$ cat src/rtl/pwm_hbridge_pkg.sv
// Shared encodings for the H-bridge driver: FSM states, per-leg gate targets,
// and the width of the dead-time counters.
package pwm_hbridge_pkg;

   typedef enum logic [1:0] {
      ST_OFF     = 2'd0,
      ST_RUN_FWD = 2'd1,
      ST_RUN_REV = 2'd2,
      ST_SWITCH  = 2'd3
   } state_e;

   typedef enum logic [1:0] {
      TGT_NONE = 2'd0,
      TGT_HI   = 2'd1,
      TGT_LO   = 2'd2
   } leg_tgt_e;

   function automatic int cnt_width(input int deadtime);
      return (deadtime < 1) ? 1 : $clog2(deadtime + 1);
   endfunction

endpackage

$ cat src/rtl/hbridge_leg.sv
// One half-bridge leg: follows its target, dropping a gate one edge after the
// target moves away and raising a gate only after its complement was low DEADTIME cycles.
module hbridge_leg
   import pwm_hbridge_pkg::*;
#(
   parameter int DEADTIME = 8
) (
   input  logic     clk,
   input  logic     rst_n,
   input  leg_tgt_e tgt,
   output logic     hi,
   output logic     lo
);

   localparam int            CW      = cnt_width(DEADTIME);
   localparam logic [CW-1:0] CNT_MAX = CW'(DEADTIME);
   localparam logic [CW-1:0] CNT_ONE = CW'(1);
   localparam logic [CW:0]   DT_W    = (CW + 1)'(DEADTIME);
   localparam logic [CW:0]   ONE_W   = (CW + 1)'(1);

   logic          armed;
   logic [CW-1:0] hi_low_cnt;
   logic [CW-1:0] lo_low_cnt;
   logic          hi_ok;
   logic          lo_ok;
   logic          hi_nxt;
   logic          lo_nxt;

   // The counter covers completed low cycles; the cycle ending at this edge
   // counts too, but only once a full cycle has elapsed since reset release.
   assign hi_ok  = armed && !lo && (({1'b0, lo_low_cnt} + ONE_W) >= DT_W);
   assign lo_ok  = armed && !hi && (({1'b0, hi_low_cnt} + ONE_W) >= DT_W);
   assign hi_nxt = (tgt == TGT_HI) && (hi || hi_ok);
   assign lo_nxt = (tgt == TGT_LO) && (lo || lo_ok);

   always_ff @(posedge clk or negedge rst_n) begin
      if (!rst_n) begin
         armed      <= 1'b0;
         hi         <= 1'b0;
         lo         <= 1'b0;
         hi_low_cnt <= '0;
         lo_low_cnt <= '0;
      end else begin
         armed <= 1'b1;
         hi    <= hi_nxt;
         lo    <= lo_nxt;
         if (hi)
            hi_low_cnt <= '0;
         else if (armed && (hi_low_cnt != CNT_MAX))
            hi_low_cnt <= hi_low_cnt + CNT_ONE;
         if (lo)
            lo_low_cnt <= '0;
         else if (armed && (lo_low_cnt != CNT_MAX))
            lo_low_cnt <= lo_low_cnt + CNT_ONE;
      end
   end

endmodule

$ cat src/rtl/pwm_hbridge_driver.sv
// Sign-magnitude H-bridge gate driver: registered pwm/dir/en feed a 4-state FSM whose
// next state selects the leg targets; gates are registered inside the legs.
module pwm_hbridge_driver
   import pwm_hbridge_pkg::*;
#(
   parameter int DEADTIME         = 8,
   parameter bit BRAKE_ON_DISABLE = 1'b0
) (
   input  logic clk,
   input  logic rst_n,
   input  logic pwm,
   input  logic dir,
   input  logic en,
   output logic hi_a,
   output logic lo_a,
   output logic hi_b,
   output logic lo_b,
   output logic active
);

   localparam int            CW      = cnt_width(DEADTIME);
   localparam logic [CW-1:0] SW_LAST = CW'(DEADTIME - 1);
   localparam logic [CW-1:0] SW_ONE  = CW'(1);

   logic          pwm_r;
   logic          dir_r;
   logic          en_r;
   state_e        state;
   state_e        state_nxt;
   logic [CW-1:0] sw_cnt;
   logic          sw_dir;
   logic          sw_restart;
   leg_tgt_e      tgt_a;
   leg_tgt_e      tgt_b;

   always_ff @(posedge clk or negedge rst_n) begin
      if (!rst_n) begin
         pwm_r <= 1'b0;
         dir_r <= 1'b0;
         en_r  <= 1'b0;
         state <= ST_OFF;
      end else begin
         pwm_r <= pwm;
         dir_r <= dir;
         en_r  <= en;
         state <= state_nxt;
      end
   end

   // Targets follow the next state so gates react one edge after an input is sampled.
   always_comb begin
      state_nxt  = state;
      sw_restart = 1'b0;
      tgt_a      = TGT_NONE;
      tgt_b      = TGT_NONE;

      case (state)
         ST_OFF: begin
            if (en_r)
               state_nxt = dir_r ? ST_RUN_FWD : ST_RUN_REV;
         end
         ST_RUN_FWD: begin
            if (!en_r) begin
               state_nxt = ST_OFF;
            end else if (!dir_r) begin
               state_nxt  = ST_SWITCH;
               sw_restart = 1'b1;
            end
         end
         ST_RUN_REV: begin
            if (!en_r) begin
               state_nxt = ST_OFF;
            end else if (dir_r) begin
               state_nxt  = ST_SWITCH;
               sw_restart = 1'b1;
            end
         end
         ST_SWITCH: begin
            if (!en_r)
               state_nxt = ST_OFF;
            else if (dir_r != sw_dir)
               sw_restart = 1'b1;
            else if (sw_cnt == SW_LAST)
               state_nxt = dir_r ? ST_RUN_FWD : ST_RUN_REV;
         end
         default: state_nxt = ST_OFF;
      endcase

      case (state_nxt)
         ST_OFF: begin
            if (BRAKE_ON_DISABLE) begin
               tgt_a = TGT_LO;
               tgt_b = TGT_LO;
            end
         end
         ST_RUN_FWD: begin
            tgt_a = pwm_r ? TGT_HI : TGT_LO;
            tgt_b = TGT_LO;
         end
         ST_RUN_REV: begin
            tgt_a = TGT_LO;
            tgt_b = pwm_r ? TGT_HI : TGT_LO;
         end
         default: begin
            tgt_a = TGT_NONE;
            tgt_b = TGT_NONE;
         end
      endcase
   end

   // All-off interval length; a direction flip while switching starts it over.
   always_ff @(posedge clk or negedge rst_n) begin
      if (!rst_n) begin
         sw_cnt <= '0;
         sw_dir <= 1'b0;
      end else if (sw_restart) begin
         sw_cnt <= '0;
         sw_dir <= dir_r;
      end else if ((state == ST_SWITCH) && (sw_cnt != SW_LAST)) begin
         sw_cnt <= sw_cnt + SW_ONE;
      end
   end

   assign active = (state == ST_RUN_FWD) || (state == ST_RUN_REV);

   hbridge_leg #(.DEADTIME(DEADTIME)) u_leg_a (
      .clk   (clk),
      .rst_n (rst_n),
      .tgt   (tgt_a),
      .hi    (hi_a),
      .lo    (lo_a)
   );

   hbridge_leg #(.DEADTIME(DEADTIME)) u_leg_b (
      .clk   (clk),
      .rst_n (rst_n),
      .tgt   (tgt_b),
      .hi    (hi_b),
      .lo    (lo_b)
   );

endmodule

$ cat config.mk
export PLATFORM = sky130hd
export DESIGN_NAME = pwm_hbridge_driver
export DESIGN_NICKNAME = d
export VERILOG_FILES = /design/src/rtl/pwm_hbridge_pkg.sv /design/src/rtl/hbridge_leg.sv /design/src/rtl/pwm_hbridge_driver.sv
export SDC_FILE = /design/constraint.sdc
export NUM_CORES = 1
export LEC_CHECK = 0
export CORE_ASPECT_RATIO = 1.4
export CORE_MARGIN = 4
export CORE_UTILIZATION = 55
export DETAILED_ROUTE_END_ITERATION = 6
export PLACE_DENSITY = 0.74
export SYNTH_ARGS = -nofsm -noshare
export SYNTH_HDL_FRONTEND = slang
export SYNTH_SLANG_ARGS = --single-unit
$ cat constraint.sdc
create_clock -name clk -period 3.1 [get_ports clk]
set_input_delay 0.62 -clock clk [delete_from_list [all_inputs] [get_ports clk]]
set_output_delay 0.62 -clock clk [all_outputs]
set_load 0.02 [all_outputs]
==> impl_metrics.toml, run 1 <==
[global_route]
grt_pass1_vias = 1273
grt_first_pass_wirelength_mm = 5.802
met3_usage_pct = 4.746
grt-busiest-layer = "met2"
antenna_found_initial = 0
grt-ovfl-total = 0
grt_max_degree = 32
track_usage_pct = 17.57
grt_use_met1_pct = 20.39
use_met2_pct = 30.04

[setup_path]
worst_setup_path_end_kind = "register"
start_kind = "register"
crit_type = "reg2reg"
crit_required_ns = 3.33
worst_ep_arrival_time_ns = 2.62
worst-path-max-fanout = 10

[detailed_routing]
vias = 1352
ant_nets = 0
drcViolationCount = 0
wl_per_cell_microns = 13.97
drt-pass1-iter-count = 4
drt_iter0_drc = 48
routed_via_density = 5.803
wirelength_mm = 3.254

[synthesis]
seq_area_frac_synth_pct = 43.48
syn_inst = 179
ys_top_cells_by_count = "31 x dfrtp_1, 18 x nor2_1, 15 x ha_1"
synth_area_leaders = "dfrtp_1 43%, ha_1 11%, xor2_1 4.9%, nor2_1 3.8%, inv_1 2.7%"
yosys_register_bits = 31
synth_top_area_share_pct = 43.48
synth-edff-count = 0
syn-cell-area_sq_mm = 0.001784
syn_nets = 199
yosysMostFrequentCell = "dfrtp_1"
synth_ff_type = "dfrtp_1"
yosysTopAreaCell = "dfrtp_1"
syn_area_per_cell_sq_um = 9.968
async_reset_ff_share_pct = 100.0
ys_types = 42
synth_warnings = 0

[final_layout]
fin_nets = 213
drive_above_1_share_pct = 5.670
seq_area_sq_um = 775.7
area_delta_synth_final_pct = 12.69
multi_input_area_sq_um = 939.7
final_core_util_pct = 64.38
n_antenna_cell = 0
nFillCells = 262
final_cell_area_sq_mm = 0.002011

[timing]
clock_skew_ns = 0.004968
finalCriticalPeriod_ns = 2.389
finalSetupViolCount = 0
final_max_slew_viol_count = 0
min_period_over_period_pct = 77.06
timing.setup.tns_ns = 0
hold_viol_final = 0
fin_hold_ws_ns = 0.5376
fmaxAchievable_ghz = 0.4186
rsz0062_at_grt = "false"

[floorplan]
die_w_microns = 56.14
core_area_sq_mm = 0.003123
die_h_microns = 75.39
dieArea_sq_mm = 0.004232
start_util_pct = 57.13
fp-row-count = 24
ios = 10

[min_path]
hold_path_class = "reg2reg"

[cts]
cts_root_buffer = "clkbuf_8"
holdBufCountCts = 0
clk_pin_slew_worst_paths_ns = 0.07
clk_path_buf_depth = 2
cts_tree = "built"
clk_latency_ns = 0.28
cts_sinks = 31
htreeDepth = 2
cts_resized = 0
numCtsBuffers = 5
postCtsSetupRepairBufs = 0

[power]
power_density_mw_per_mm2 = 936.4
peakVddDrop_mv = 0.5771
power.total_mw = 1.883
p_leak_nw = 0.9035

[place]
io_buffers = 9
gp_congestion = 0.8732
detailed_place_hpwl_mm = 2.269
dpl_cell_area_sq_mm = 0.001911

[flow_run]
drv_cap = 0

[status]
status = "complete, no violations"
## report_power, final
group	internal [mW]	total, mW	switching, mW
Sequential	0.556	0.771	0.216
Clock	0.203	0.353	0.150
Combinational	0.360	0.759	0.398
## cell usage in the layout, fill, tap and decap left out, types with 2 or more instances in the layout
| master | synthesis | final |
|---|---|---|
| dfrtp_1 | 31 | 31 |
| nor2_1 | 18 | 18 |
| ha_1 | 15 | 15 |
| inv_1 | 13 | 13 |
| nand2_1 | 11 | 11 |
| xor2_1 | 10 | 10 |
| clkdlybuf4s50_1 | 0 | 9 |
| o21ai_0 | 8 | 8 |
| clkbuf_8 | 0 | 7 |
| a21oi_1 | 6 | 6 |
| a31oi_1 | 6 | 6 |
| o211ai_1 | 6 | 6 |
| nand4_1 | 5 | 5 |
| nand3_1 | 4 | 4 |
| mux2i_1 | 4 | 4 |
| xnor2_1 | 4 | 4 |
| nand2b_1 | 3 | 3 |
| o21a_1 | 3 | 3 |
| nor3b_1 | 3 | 3 |
| nand3b_1 | 2 | 2 |
| nor3_1 | 2 | 2 |
| nor4b_1 | 2 | 2 |
| nor2b_1 | 2 | 2 |
## logic make-up after synthesis
logic type,after synthesis,share of synthesized area (%)
and+or+nand+nor,58,17.04
muxes,5,2.875
buffers and inverters,16,3.857
xor gates and xnor gates,14,6.872
adders and majority gates,15,10.52
DFF,31,43.48
AOI/OAI and AO/OA,39,15.15
other,1,0.2102
## sequential cells by signal, indices dropped and copies added (netlist names), 2 cells and up
| signal | count |
|---|---|
| u_leg_a.lo_low_cnt | 4 |
| u_leg_b.lo_low_cnt | 4 |
| state | 2 |
| sw_cnt | 4 |
| u_leg_b.hi_low_cnt | 4 |
| u_leg_a.hi_low_cnt | 4 |
## area by class of cell
cell class                      instances  area share, %
Multi-Input combinational cell        132          46.73
Sequential cell                        31          38.58
Clock buffer                            8          4.978
Timing Repair Buffer                   10          4.854
Inverter                               13          2.427
Tap cell                               39          2.427
## per-layer routing
metal	part of all wire, %	up-vias
li1	-	668
met1	44	650
met2	51	28
met3	3.7	6
met4	1.1	0
met5	0	-
## stage by stage
step / instances / setup WS, ns
floorplan: 179 / 0.8989
global placement: 225 / 0.8133
detailed placement: 225 / 0.7365
CTS: 233 / 0.7218
global route: 233 / 0.5310
finish: 233 / 0.7110
## final timing paths
kind	slack (ns)	start	endpoint	depth (start not counted)
max	0.71	state[0]	u_leg_a.hi	9
min	0.54	pwm_r	u_leg_b.hi	2
max reg2reg	0.71	state[0]	u_leg_a.hi	9
min reg2reg	0.54	pwm_r	u_leg_b.hi	2
max in group asynchronous	2.08	rst_n	u_leg_b.lo_low_cnt[1]	2
min in group asynchronous	0.72	rst_n	u_leg_a.lo_low_cnt[2]	2
## critical path, cell delays in order (launching register included)
cell	delay [ns]
dfrtp_1	0.44
ha_1	0.33
and4b_1	0.26
a221o_1	0.36
o211ai_2	0.20
o21ai_0	0.13
ha_1	0.31
inv_1	0.04
a21oi_1	0.14
o21a_1	0.13
(Power assumes the default switching activity.)
==> run 2: changes to the inputs <==
CORE_UTILIZATION = 53   (was 55)
PLACE_DENSITY = 0.75   (was 0.74)
clock period = 1.98 ns   (was 3.1 ns; I/O delays follow)
==> impl_metrics.toml, run 2 (same netlist as run 1, synthesis figures left out) <==
[status]
status = "finished with violations"
violations = "negative setup slack"

[global_route]
use_met2_pct = 31.12
grt_first_pass_wirelength_mm = 6.009
grt_use_met1_pct = 18.40
track_usage_pct = 17.68
grt-ovfl-total = 0
grt_max_degree = 32
grt-busiest-layer = "met2"
met3_usage_pct = 4.538
grt_pass1_vias = 1447
antenna_found_initial = 0

[final_layout]
nFillCells = 259
final_cell_area_sq_mm = 0.002168
area_delta_synth_final_pct = 21.53
n_antenna_cell = 0
final_common_cell = "dfrtp_1"
fin_nets = 226
layoutNonFillerInstCount = 246
drive_above_1_share_pct = 15.46
final_cell_mix = "31 x dfrtp_1, 18 x nor2_1, 14 x buf_4, 13 x inv_1, 11 x ha_1"

[place]
dp_cells = 237
dpl_cell_area_sq_mm = 0.002006
io_buffers = 9
gp_congestion = 0.9054
detailed_place_hpwl_mm = 2.498

[cts]
cts_sinks = 31
cts_root_buffer = "clkbuf_8"
holdBufCountCts = 0
numCtsBuffers = 5
cts_tree = "built"
htreeDepth = 2
clk_latency_ns = 0.28
clk_pin_slew_worst_paths_ns = 0.07
clk_path_buf_depth = 2

[power]
peakVddDrop_mv = 1.203
power_density_mw_per_mm2 = 1495
p_leak_nw = 0.9927

[timing]
finalCriticalPeriod_ns = 2.123
min_period_over_period_pct = 107.2
finalSetupViolCount = 4
clock_skew_ns = 0.006167
fin_hold_ws_ns = 0.4964
fmaxAchievable_ghz = 0.4711
final_max_slew_viol_count = 0
rsz0062_at_grt = "true"
hold_viol_final = 0
timing.setup.tns_ns = -0.3672
setup_ws_ns = -0.1427

[floorplan]
die_h_microns = 76.65
ios = 10
core_area_sq_mm = 0.003183
dieArea_sq_mm = 0.004372
fp-row-count = 24
start_util_pct = 56.05
die_w_microns = 57.04

[setup_path]
slowest_stage = "dfrtp_1"
crit_type = "reg2reg"
crit_required_ns = 2.21
path_cells = "ha_2 -> and4b_1 -> a221o_1 -> o211ai_2 -> o21ai_1 -> ha_2 -> inv_1 -> a21oi_1 -> o21a_1"
cpPeakStageDelay_ns = 0.43
start_kind = "register"
crit_top_cell = "ha_2"
worst-path-max-fanout = 5
critPathTopFamily = "compound AO/OA/AOI/OAI gates"
path_buf_inv = 1
worst_setup_path_end_kind = "register"
worst_ep_arrival_time_ns = 2.35

[detailed_routing]
wl_per_cell_microns = 14.37
drt-pass1-iter-count = 4
vias = 1385
drt_iter0_drc = 59
wirelength_mm = 3.536
ant_nets = 0
drcViolationCount = 0
routed_via_density = 5.630

[min_path]
hold_path_class = "in2async"

[flow_run]
drv_cap = 0
-- run 2: worst register-to-register path: stages (launching register included) --
cell      delay (ns)
dfrtp_1         0.43
ha_2            0.21
and4b_1         0.22
a221o_1         0.33
o211ai_2        0.18
o21ai_1         0.10
ha_2            0.33
inv_1           0.04
a21oi_1         0.11
o21a_1          0.13
-- run 2: power by group --
| group | internal [mW] | leakage [nW] | switching (mW) |
|---|---|---|---|
| combinational | 0.695 | 0.545 | 0.716 |
| sequential | 0.871 | 0.386 | 0.323 |
| clock | 0.407 | 0.0612 | 0.231 |
| total | 1.97 | 0.993 | 1.27 |
-- run 2: layer usage --
| layer | share of wire, % | vias up | wire length [microns] |
|---|---|---|---|
| li1 | - | 688 | - |
| met1 | 40 | 660 | 1431 |
| met2 | 53 | 26 | 1890 |
| met3 | 2.7 | 11 | 97 |
| met4 | 3.3 | 0 | 116 |
| met5 | 0 | - | 0 |
-- run 2: worst paths after layout --
check                      startpoint               endpoint  slack, ns  cells past startpoint
max                          state[1]             u_leg_a.hi      -0.14                      9
min                             rst_n             u_leg_a.lo       0.50                      2
min in group clk                  pwm                  pwm_r       0.55                      1
min reg2reg                     pwm_r             u_leg_b.hi       0.55                      2
max reg2reg                  state[1]             u_leg_a.hi      -0.14                      9
max in group asynchronous       rst_n  u_leg_b.lo_low_cnt[1]       1.20                      2
-- run 2: timing repair --
action,4_1_cts,5_1_grt
setup buffers,0,1
setup endpoints to repair,5,4
gates resized for setup,4,5
-- run 2: cell type report --
cell class                 instances  area, sq um  area share [%]
clock buffer                       6        82.58           3.808
clock inverter                     2        35.03           1.616
inverter                          13        48.80           2.250
multi-input combinational        132        983.4           45.35
sequential                        31        775.7           35.78
tap                               39        48.80           2.250
timing repair buffer              23        193.9           8.944
-- run 2: through the flow --
| step | worst slack [ns] | utilization (%) | power, mW |
|---|---|---|---|
| 6_report | -0.1427 | 68.12 | 3.241 |
| 3_5_place_dp | -0.1238 | 63.01 | 2.541 |
| 4_1_cts | -0.1265 | 66.90 | 3.203 |
| 5_1_grt | -0.2899 | 68.12 | 3.527 |
| 3_3_place_gp | -0.06910 | 63.01 | 2.429 |
| 2_1_floorplan | -0.1338 | - | 2.084 |
